## src/rtl/config_readback.sv

```systemverilog
// Configuration readback engine: walks every config frame through a shadow
// register and streams it as words with a sync header and XOR checksum.
module config_readback #(
  parameter int NUM_FRAMES = 172,
  parameter int FRAME_W    = 320,
  parameter int WORD_W     = 16
) (
  input  logic                  clk_i,
  input  logic                  rst_ni,
  input  logic                  start_i,
  input  logic                  abort_i,
  output logic [NUM_FRAMES-1:0] rd_frame_sel_o,
  input  logic [FRAME_W-1:0]    rd_frame_data_i,
  output logic                  freeze_o,
  output logic [WORD_W-1:0]     dout_o,
  output logic                  dout_valid_o,
  input  logic                  dout_ready_i,
  output logic                  busy_o,
  output logic                  done_o
);

  localparam int WPF = FRAME_W / WORD_W;
  localparam int FCW = (NUM_FRAMES > 1) ? $clog2(NUM_FRAMES) : 1;
  localparam int WCW = (WPF > 1) ? $clog2(WPF) : 1;
  localparam logic [WORD_W-1:0] SYNC_WORD = WORD_W'(16'hC0F6);
  localparam logic [FCW-1:0] LAST_FRAME = FCW'(NUM_FRAMES - 1);
  localparam logic [WCW-1:0] LAST_WORD  = WCW'(WPF - 1);

  typedef enum logic [2:0] {
    S_IDLE, S_SYNC, S_SELECT, S_CAPTURE, S_SEND, S_CKSUM, S_DONE
  } state_e;

  state_e                       state_q, state_d;
  logic [FCW-1:0]               frame_q, frame_d;
  logic [WCW-1:0]               word_q, word_d;
  logic                         wait_q, wait_d;
  logic [WPF-1:0][WORD_W-1:0]   shadow_q, shadow_d;
  logic [WORD_W-1:0]            cksum_q, cksum_d;
  logic [WORD_W-1:0]            cur_word;
  logic                         sel_active;
  logic                         xfer;

  assign cur_word = shadow_q[word_q];
  assign xfer     = dout_valid_o & dout_ready_i;

  always_ff @(posedge clk_i or negedge rst_ni) begin
    if (!rst_ni) begin
      state_q  <= S_IDLE;
      frame_q  <= '0;
      word_q   <= '0;
      wait_q   <= 1'b0;
      shadow_q <= '0;
      cksum_q  <= '0;
    end else begin
      state_q  <= state_d;
      frame_q  <= frame_d;
      word_q   <= word_d;
      wait_q   <= wait_d;
      shadow_q <= shadow_d;
      cksum_q  <= cksum_d;
    end
  end

  always_comb begin
    state_d  = state_q;
    frame_d  = frame_q;
    word_d   = word_q;
    wait_d   = wait_q;
    shadow_d = shadow_q;
    cksum_d  = cksum_q;
    case (state_q)
      S_IDLE: begin
        if (start_i) begin
          state_d = S_SYNC;
          frame_d = '0;
          word_d  = '0;
          wait_d  = 1'b0;
          cksum_d = '0;
        end
      end
      S_SYNC: begin
        if (xfer) begin
          state_d = S_SELECT;
          frame_d = '0;
          wait_d  = 1'b0;
        end
      end
      // Two select cycles cover the fabric's read latency before capture.
      S_SELECT: begin
        if (wait_q) begin
          state_d = S_CAPTURE;
          wait_d  = 1'b0;
        end else begin
          wait_d = 1'b1;
        end
      end
      S_CAPTURE: begin
        shadow_d = rd_frame_data_i;
        word_d   = '0;
        state_d  = S_SEND;
      end
      S_SEND: begin
        if (xfer) begin
          cksum_d = cksum_q ^ cur_word;
          if (word_q == LAST_WORD) begin
            word_d = '0;
            if (frame_q == LAST_FRAME) begin
              state_d = S_CKSUM;
            end else begin
              frame_d = frame_q + 1'b1;
              wait_d  = 1'b0;
              state_d = S_SELECT;
            end
          end else begin
            word_d = word_q + 1'b1;
          end
        end
      end
      S_CKSUM: begin
        if (xfer) state_d = S_DONE;
      end
      S_DONE:  state_d = S_IDLE;
      default: state_d = S_IDLE;
    endcase
    if (abort_i && (state_q != S_IDLE)) begin
      state_d = S_IDLE;
      frame_d = '0;
      word_d  = '0;
      wait_d  = 1'b0;
    end
  end

  always_comb begin
    busy_o       = (state_q != S_IDLE);
    freeze_o     = busy_o;
    done_o       = (state_q == S_DONE);
    sel_active   = (state_q == S_SELECT) || (state_q == S_CAPTURE) || (state_q == S_SEND);
    dout_o       = '0;
    dout_valid_o = 1'b0;
    case (state_q)
      S_SYNC: begin
        dout_o       = SYNC_WORD;
        dout_valid_o = 1'b1;
      end
      S_SEND: begin
        dout_o       = cur_word;
        dout_valid_o = 1'b1;
      end
      S_CKSUM: begin
        dout_o       = cksum_q;
        dout_valid_o = 1'b1;
      end
      default: ;
    endcase
  end

  for (genvar gi = 0; gi < NUM_FRAMES; gi++) begin : g_sel
    assign rd_frame_sel_o[gi] = sel_active && (frame_q == FCW'(gi));
  end

endmodule

```

## config.mk

```make
export PLATFORM = sky130hd
export DESIGN_NAME = config_readback
export DESIGN_NICKNAME = d
export VERILOG_FILES = /design/src/rtl/config_readback.sv
export SDC_FILE = /design/constraint.sdc
export NUM_CORES = 1
export LEC_CHECK = 0
export BUFFER_PORTS_ARGS = -buffer_cell sky130_fd_sc_hd__buf_2
export CAP_MARGIN = 20
export CORE_MARGIN = 4
export CORE_UTILIZATION = 30
export DETAILED_ROUTE_END_ITERATION = 16
export HOLD_SLACK_MARGIN = 0.12
export SLEW_MARGIN = 20
export SYNTH_ARGS = -nofsm -noshare
export SYNTH_HDL_FRONTEND = slang
export SYNTH_SLANG_ARGS = --single-unit
```

## constraint.sdc

```tcl
create_clock -name clk_i -period 5.7 [get_ports clk_i]
set_clock_uncertainty 0.15 [all_clocks]
set_input_delay 0.57 -clock clk_i [delete_from_list [all_inputs] [get_ports clk_i]]
set_output_delay 0.57 -clock clk_i [all_outputs]
set_load 0.02 [all_outputs]
```

=== After elaboration in Yosys (flattened, before gate mapping) ===
Index checks and enable logic that the tools add are counted.

* Bits in registers: 353
* Latch bits: 0
* Memory bits (writable): 0
* Memory bits (read-only): 0
* Input port bits: 325
* Output and inout bits: 192
* Logic and storage cells: 441
* Memories: 0

* Add/subtract/negate cells: 2
* Multipliers: 0
* Div/mod/pow operators: 0
* Magnitude comparators: 1
* Equal/unequal tests: 187
* Shift-type cells: 0
* Multiplexer cells: 36
* Bitwise logic cells: 2
* Reductions and logical operators: 188

{| class="wikitable"
|+ Operator list
! kind !! number
|-
| 8-bit by 7-bit == test with 1-bit output (second input constant) || 64
|-
| 8-bit == test (second input constant) || 44
|-
| 8-bit by 6-bit == test with 1-bit output (second input constant) || 32
|-
| 1-bit logical AND || 173
|-
| 8-bit by 5-bit == test with 1-bit output (second input constant) || 16
|-
| 16-bit binary-select mux with 5-bit select || 1
|-
| 8-bit by 4-bit == test with 1-bit output (second input constant) || 8
|-
| 16-bit two-way mux || 3
|-
| 8-bit two-way mux || 6
|-
| 16-bit one-hot mux with 3 select lines || 1
|-
| 8-bit by 3-bit == test with 1-bit output (second input constant) || 4
|-
| 16-bit one-hot mux with 2 select lines || 1
|-
| 3-bit two-way mux || 8
|-
| 8-bit one-hot mux with 3 select lines || 1
|-
| 3-bit inequality test (second input constant) || 7
|-
| 5-bit two-way mux || 4
|-
| 3-bit one-hot mux with 6 select lines || 1
|-
| 6-bit AND reduction || 3
|-
| 8-bit by 2-bit == test with 1-bit output (second input constant) || 2
|-
| 16-bit XOR || 1
|-
| 5-bit one-hot mux with 3 select lines || 1
|-
| 3-bit == test (second input constant) || 3
|-
| 8-bit by 1-bit adder with 8-bit output (second input constant) || 1
|-
| 8-bit by 1-bit == test with 1-bit output (second input constant) || 1
|-
| other kinds (18) || 30
|}

=== Logic depth before layout (Yosys ltp) ===
Gate-level depths: netlist of run 1.

* Depth after elaboration: 7
* Depth in mapped cells: 9
* Gate-level depth less buffers: 6

=== Least setup slack after synthesis of run 1 ===
No wires, ideal clock.

* Kind: register to output
* Start: reg word_q[0]
* End: out dout_o[15]
* Data arrival time: 2.062 ns
* Data required time: 4.980 ns
* Setup slack: 2.918 ns
* Cell stages (with the launch flop): 10
* Path buffers: 4
* Cells stage by stage: dfrtp_1 > buf_6 > buf_6 > buf_6 > nor2b_2 > buf_2 > a22oi_1 > nand2_1 > a211o_1 > a31oi_1

* Longest elaborated chain between the ends: 3

{| class="wikitable"
|+ RTL lines
! what !! RTL line !! text
|-
| from (decl) || 35 || <nowiki>logic [WCW-1:0] word_q, word_d;</nowiki>
|-
| from (signal assigned) || 57 || <nowiki>word_q <= word_d;</nowiki>
|-
| 16-bit binary-select mux with 5-bit select || 43 || <nowiki>assign cur_word = shadow_q[word_q];</nowiki>
|-
| 16-bit two-way mux (implied by the code) || 43 ||
|-
| 16-bit one-hot mux with 3 select lines || 140 || <nowiki>case (state_q)</nowiki>
|-
| to (decl) || 15 || <nowiki>output logic [WORD_W-1:0] dout_o,</nowiki>
|}

No other way between the ends. The select of a mux whose other input is x is not followed.

=== Worst setup path after layout of run 1 ===
* Start: reg word_q[1]
* End: out dout_o[5]

Same word-level chain as after synthesis.

==> metrics.cfg, run 1 <==
[pwr]
finalPower_uw=11100
p_per_area_mw_per_mm2=433
power.leakage_uw=0.0113
ir_drop_mv=0.248

[die]
die_w_um=253
start_util=0.304
io_pins=517
core_area_mm2=0.0591
dieHeight_um=253
rows=89
die-area_mm2=0.0639

[drt]
drc_errors=0
drtPass1Iterations=5
antenna_left=0
drtIter0Drc=1215
vias=15400
drt-total-wl_mm=66.6
avgRoutedWirePerCell_um=21.6
vias_per_cell=4.99

[final_layout]
final_net_count=2599
final_cells=3079
drive_above_1_share=0.429
area_growth_pct=42.9

[min_path]
min_to=shadow_q[67]
hold_class=in -> reg
hp-start=rd_frame_data_i[67]
min_path_cells=2

[sta]
post-route-min-period_ns=4.14
hold_viol=0
finalCritPeriodShare=0.726
grt_setup_unrepaired=no
max_freq_ghz=0.242
drv_slew=0
setup_tns_ns=0
setup_viol=0
setup_ws_ns=1.56
relSlewSlack=0.305
tightest_slew_ns=1.04

[critical_path]
cp.required_ns=4.98
max_stage_delay_ns=0.96
rr_startpoint=word_q[1]
critPathSlowestCell=dfrtp_4
critPathKind=reg -> out
path_cells=buf_12, mux4_2, mux2_2, nor2_1, a211o_1, a31oi_1, buf_2
r2r_slack_ns=2.27
rr_endpoint=frame_q[3]
end_kind=output pin
critPathLaunchType=flop
cp.arrival_ns=3.42
reg2reg_depth=7
cp_max_fo=50

[synthesis]
synth_most_common_cell=dfrtp_1
synth-async-reset-ratio=1.00
ys_ff_latch=353
ys_top_cells_by_count=dfrtp_1, mux2_2, nor2_1
synth.top_cells.by_area=dfrtp_1, mux2_2, mux4_2
yosysTopAreaCellShare=0.492
syn_area_per_cell_um2=12.0
synth_ff_type=dfrtp_1
yosysTopAreaCell=dfrtp_1
synth_warnings=0
seq_area_frac_synth=0.492
synth_cells=1497
synth.distinct_cells=59
synth_area_mm2=0.0180
synth.net_count=1827
synth_edf_count=0

[clock_tree]
clock_latency_ns=0.56
numCtsBuffers=42
cts.sinks=353
cts_max_level=2
clockRootBuffer=clkbuf_16
cts_tree=yes
cts_setup_buffers=0
clockBufferDepth=3
cts_resized=0
clkSlewWorstSetupHoldPaths_ns=0.06

[global_routing]
grt_pass1_wl_mm=98.5
antenna_found_initial=7
grt_pass1_vias=16200
grt_max_degree=163
grt-ovfl-total=0
grt.total_usage=0.200

[place]
routabilityCongestion=0.791
dp_slack_ns=2.08
dp_cells=2680
port_buffers=516
dp_hpwl_mm=45.8

[status]
status=complete, no violations

[flow_run]
maxCapViolCount=0

## how the worst max path moves through the flow
stage,endpoint,start,depth (start not counted)
CTS,dout_o[14],word_q[0],6
finish,dout_o[5],word_q[1],7
detailed placement,dout_o[14],word_q[0],6
global placement,dout_o[14],word_q[0],6
global route,dout_o[5],word_q[1],7
floorplan,dout_o[15],word_q[0],9
## report_power, final
group	internal, uW	switching, uW	total [uW]
logic	2100	1900	3990
registers	3740	672	4420
clock network	1600	1100	2700
## stage by stage
step | util | area (um^2) | hold WS (ns)
2_1_floorplan | - | 18000 | 0.124
3_3_place_gp | 0.357 | 21100 | 0.328
3_5_place_dp | 0.357 | 21100 | 0.336
4_1_cts | 0.433 | 25600 | 0.121
5_1_grt | 0.434 | 25700 | 0.131
6_report | 0.434 | 25700 | 0.145
## state kept, by name (all words and copies together) (netlist names)
name,cells
shadow_q,320
cksum_q,16
frame_q,8
word_q,5
state_q,3
wait_q,1
## final cells by class
class,count,area (um^2)
fill,5300,33500
sequential,353,8840
multi-input combinational,1020,8520
timing repair buffer,847,5940
clock buffer,56,1180
tap,773,967
clock inverter,17,179
antenna,8,20.0
inverter,5,18.8
## cells in the final DEF, fill, tap and decap left out, types with 5 or more instances in the layout
master and n:
a211o_1 9, a21oi_1 17, a221o_1 6, a22oi_1 34, a31o_1 9, a31oi_1 14
and2_1 5, and3_1 5, buf_2 515, buf_4 9, clkbuf_1 7, clkbuf_16 43
clkbuf_8 6, clkinv_2 9, dfrtp_1 351, diode_2 8, dlygate4sd3_1 317, ha_1 5
inv_1 5, mux2_1 21, mux2_2 332, mux2_4 5, mux2i_1 65, mux4_2 40
nand2_1 86, nand2b_1 8, nand3_1 15, nand4_1 11, nor2_1 204, nor2b_1 21
nor3_1 10, o21ai_0 24, o22ai_1 20, or3_1 5
## critical path, delay by kind of cell, from the launching register on
| kind | cells | cell delay, ns |
|---|---|---|
| simple gates | 1 | 0.05 |
| compound gates | 2 | 0.65 |
| buf+inv | 2 | 0.65 |
| mux | 2 | 0.50 |
| flops | 1 | 0.96 |
## logic make-up after synthesis
family,Yosys count,share of synthesized area
simple gates,398,0.0990
flops,353,0.492
xor+xnor,1,0.000488
compound gates,153,0.0584
mux,463,0.312
fa+ha+maj,5,0.00348
buf+inv,124,0.0352
## routing by layer
metal / GRT usage / part of all wire
met2: 0.345 / 0.49
met3: 0.0371 / 0.058
met5: 0 / 0
met4: 0.0813 / 0.042
met1: 0.249 / 0.41
## what timing repair did
| item | in CTS | in global routing |
|---|---|---|
| hold endpoints to repair | 399 | 0 |
| setup endpoints to repair | 0 | 0 |
| hold buffers | 317 | 0 |
Power figures use the tool's default switching activity.
==> run 2, diff against run 1 <==
==> constraint.sdc (replaced) <==
create_clock -name clk_i -period 3.5 [get_ports clk_i]
set_clock_uncertainty 0.15 [all_clocks]
set_input_delay 0.35 -clock clk_i [delete_from_list [all_inputs] [get_ports clk_i]]
set_output_delay 0.35 -clock clk_i [all_outputs]
set_load 0.02 [all_outputs]
==> metrics.cfg, run 2 (synthesized netlist as in run 1, its figures left out) <==
[status]
status=complete, no violations

[die]
dieHeight_um=253
start_util=0.304
die-area_mm2=0.0639
io_pins=517
die_w_um=253
rows=89
core_area_mm2=0.0591

[critical_path]
cp-endpoint=dout_o[7]
cp.arrival_ns=2.92
cp_max_fo=51
r2r_slack_ns=0.59
critPathKind=reg -> out
rr_startpoint=word_q[0]
rr_endpoint=frame_q[3]
worstSetupStartpoint=word_q[1]
critPathLaunchType=flop
cp.required_ns=3.00
end_kind=output pin
reg2reg_depth=7

[clock_tree]
cts.sinks=353
cts_max_level=2
clockRootBuffer=clkbuf_16
cts_tree=yes
cts_setup_buffers=0
clockBufferDepth=3
numCtsBuffers=43
clock_latency_ns=0.56
clkSlewWorstSetupHoldPaths_ns=0.06

[global_routing]
grt.total_usage=0.207
grt_pass1_vias=16500
antenna_found_initial=9
grt_use_met2=0.357
globalRoute.busiestLayer=met2
grt_use_met3=0.0344
grt_util_met1=0.260
grt_pass1_wl_mm=101
grt_max_degree=88
grt-ovfl-total=0

[sta]
tightest_slew_ns=0.806
post-route-min-period_ns=3.42
finalCritPeriodShare=0.977
relSlewSlack=0.461
max_freq_ghz=0.292
setup_viol=0
hold_viol=0
drv_slew=0
setup_tns_ns=0
setup_ws_ns=0.0792

[pwr]
p_per_area_mw_per_mm2=707
ir_drop_mv=0.467
finalPower_uw=18500
power.leakage_uw=0.0115

[final_layout]
layout_commonest_cell=buf_2
largest_reg_flops=320
reg_top3=shadow_q (320), cksum_q (16), frame_q (8)
drive_above_1_share=0.435
regMostFlops=shadow_q
mostFrequentLayoutCells=buf_2, dfrtp_1, mux2_2
area_growth_pct=45.2
final_net_count=2630
fill_cells=5266

[drt]
avgRoutedWirePerCell_um=22.0
drtIter0Drc=1026
drtPass1Iterations=6
vias_per_cell=5.02
drt-total-wl_mm=68.6
drc_errors=0
antenna_left=0
vias=15600

[place]
dp_hpwl_mm=47.0
dp_slack_ns=0.606
port_buffers=516
routabilityCongestion=0.845

[flow_run]
maxCapViolCount=0

[min_path]
hold_class=in -> async

-- run 2: cell types whose count changed in the layout (fill, tap and decap cells not counted), sizes merged --
| cell | change |
|---|---|
| buf | +25 |
| clkbuf | +7 |
| clkinv | -6 |
| dlygate4sd3 | +5 |
| diode | +1 |
| clkinvlp | +4 |
-- run 2: power breakdown --
part / switching [uW] / leakage, uW / internal (uW)
sequential: 1100 / 0.00417 / 6100
combinational: 3180 / 0.00663 / 3510
clock: 1830 / 0.000697 / 2730
total: 6110 / 0.0115 / 12300
-- run 2: worst min path at each step --
stage	to	slack, ns	cells past startpoint
after floorplan	cksum_q[0]	-0.1	0
after global placement	shadow_q[161]	0.28	1
after detailed placement	shadow_q[129]	0.30	1
after CTS	word_q[0]	0.20	4
after global routing	cksum_q[0]	0.26	5
final	shadow_q[129]	0.25	2
-- run 2: layout make-up --
type,count,area [um^2],share of cell area
Sequential cell,353,8840,0.339
Inverter,5,18.8,0.000719
Timing Repair Buffer,877,6270,0.240
Clock inverter,15,183,0.00700
Tap cell,773,967,0.0371
Clock buffer,63,1260,0.0484
Multi-Input combinational cell,1020,8530,0.327
Antenna cell,9,22.5,0.000863
-- run 2: worst max-delay path, cell delays in order (launching register included) --
cell and delay (ns):
dfrtp_4 0.49, buf_16 0.31, mux2i_1 0.20, a22oi_1 0.34
nand2_1 0.13, a211o_1 0.32, a31oi_1 0.28, buf_2 0.23
-- run 2: repair_timing --
action | in CTS | in global routing
hold buffers | 322 | 0
gates resized for setup | 1 | 4
setup endpoints to repair | 1 | 9
hold endpoints to repair | 404 | 0
-- run 2: layer usage --
metal	vias up	share of wire
met5	-	0
met4	0	0.042
met3	156	0.055
met2	630	0.49
met1	7846	0.41
li1	6995	-
-- run 2: metrics by stage --
step           hold slack, ns  cell area [um^2]  std cells  utilization
4_1_cts                 0.203             26100       3106        0.441
3_3_place_gp            0.282             21400       2706        0.362
6_report                0.251             26100       3115        0.441
3_5_place_dp            0.301             21400       2706        0.362
2_1_floorplan         -0.0956             18000       1497            -
5_1_grt                 0.264             26100       3113        0.441
==> run 3, diff against run 2 <==
--- a/config.mk
+++ b/config.mk
@@ -8,9 +8,10 @@
 export BUFFER_PORTS_ARGS = -buffer_cell sky130_fd_sc_hd__buf_2
 export CAP_MARGIN = 20
 export CORE_MARGIN = 4
-export CORE_UTILIZATION = 30
+export CORE_UTILIZATION = 48
 export DETAILED_ROUTE_END_ITERATION = 16
 export HOLD_SLACK_MARGIN = 0.12
+export PLACE_DENSITY = 0.78
 export SLEW_MARGIN = 20
 export SYNTH_ARGS = -nofsm -noshare
 export SYNTH_HDL_FRONTEND = slang
==> metrics.cfg, run 3 (synthesized netlist as in run 1, its figures left out) <==
[clock_tree]
cts.sinks=353
clockRootBuffer=clkbuf_16
cts_tree=yes
clockBufferDepth=3
clock_latency_ns=0.55
cts_max_level=2
clkSlewWorstSetupHoldPaths_ns=0.07
numCtsBuffers=38

[global_routing]
grt_max_degree=128
antenna_found_initial=13
grt.total_usage=0.333
grt_pass1_wl_mm=105
grt-ovfl-total=0
grt_pass1_vias=17500

[die]
core_area_mm2=0.0368
dieHeight_um=201
die-area_mm2=0.0406
rows=70
io_pins=517
die_w_um=201
start_util=0.488

[sta]
finalCritPeriodShare=0.973
max_freq_ghz=0.294
tightest_slew_ns=0.804
grt_setup_unrepaired=yes
hold_viol=0
relSlewSlack=0.464
drv_slew=0
setup_tns_ns=0
post-route-min-period_ns=3.40
setup_viol=0

[critical_path]
reg2reg_depth=7
cp.arrival_ns=2.90
critPathLaunchType=flop
end_kind=output pin
critPathKind=reg -> out
cp_max_fo=23
cp.required_ns=3.00

[final_layout]
mostFrequentLayoutCells=buf_2, dfrtp_1, mux2_2
drive_above_1_share=0.438
area_growth_pct=42.9
reg_top3=shadow_q (320), cksum_q (16), frame_q (8)
final_net_count=2632
largest_reg_flops=320
final_cells=2814
regMostFlops=shadow_q
layout_commonest_cell=buf_2

[drt]
drc_errors=0
vias=16500
m1WireLength_mm=23.9
maxUsedRoutingLayer=met4
wl_met2_mm=37.1
wl_met3_mm=5.15
avgRoutedWirePerCell_um=25.3
antenna_left=0
drt-total-wl_mm=71.1
drtPass1Iterations=7
vias_per_cell=5.86
drtIter0Drc=1742

[pwr]
p_per_area_mw_per_mm2=723
ir_drop_mv=0.510
power.leakage_uw=0.0115

[status]
status=complete, no violations

[flow_run]
maxCapViolCount=0

[place]
dp_hpwl_mm=43.8
dp_cells=2405
port_buffers=516
routabilityCongestion=0.874

[min_path]
hold_class=in -> async

[run 3: cell count changes in the layout (fill, tap and decap cells not counted), sizes merged]
cell / change
bufinv: +1
diode: +6
clkbuf: -10
clkinv: +2
buf: +7
clkinvlp: -2
[run 3: path summary, 6_finish.rpt]
path	start	end	slack, ns
max	word_q[1]	dout_o[1]	0.1
min reg2reg	shadow_q[5]	shadow_q[5]	0.36
min	rst_ni	shadow_q[294]	0.14
min in group clk_i	start_i	word_q[0]	0.20
max reg2reg	word_q[0]	frame_q[5]	0.55
max in group asynchronous	rst_ni	shadow_q[18]	1.87
[run 3: cell type report]
class | count | area [um^2]
Timing Repair Buffer | 884 | 6300
Fill cell | 2393 | 11100
Inverter | 5 | 18.8
Antenna cell | 15 | 37.5
Clock inverter | 16 | 204
Sequential cell | 353 | 8840
Clock buffer | 53 | 1150
Multi-Input combinational cell | 1020 | 8540
Tap cell | 468 | 586
[run 3: timing repair]
action	CTS	global route
hold endpoints to repair	436	0
hold buffers	322	0
setup endpoints to repair	5	12
setup buffers	0	2
resized for setup	4	4
[run 3: worst max-delay path, cell delays in order, from the launching register on]
cell,delay (ns)
dfrtp_4,0.60
buf_12,0.25
buf_4,0.22
mux2i_1,0.11
a22oi_1,0.31
nand2_1,0.10
a211o_1,0.30
a31oi_1,0.20
buf_2,0.24
[run 3: metal layers]
metal	track usage	vias to the layer above
met2	0.608	1010
met5	0	-
met4	0.193	0
li1	-	7006
met1	0.356	8163
met3	0.0704	314
[run 3: per-stage QoR]
step | cell area, um^2 | hold WS, ns | util | setup slack [ns] | power, uW
after floorplan | 18000 | -0.0956 | - | 0.938 | 11300
after global placement | 21000 | 0.331 | 0.570 | 0.546 | 12900
after CTS | 25600 | 0.211 | 0.695 | 0.0479 | 17900
after detailed placement | 21000 | 0.337 | 0.570 | 0.417 | 13300
after global routing | 25700 | 0.162 | 0.698 | -0.0231 | 19300
final | 25700 | 0.139 | 0.698 | 0.0955 | 18600
[run 3: where the power goes]
| group | leakage [uW] | internal (uW) | switching [uW] |
|---|---|---|---|
| Combinational | 0.00665 | 3500 | 3130 |
| Clock | 0.000665 | 2610 | 1820 |
| Sequential | 0.00417 | 6100 | 1400 |
| Total | 0.0115 | 12200 | 6350 |
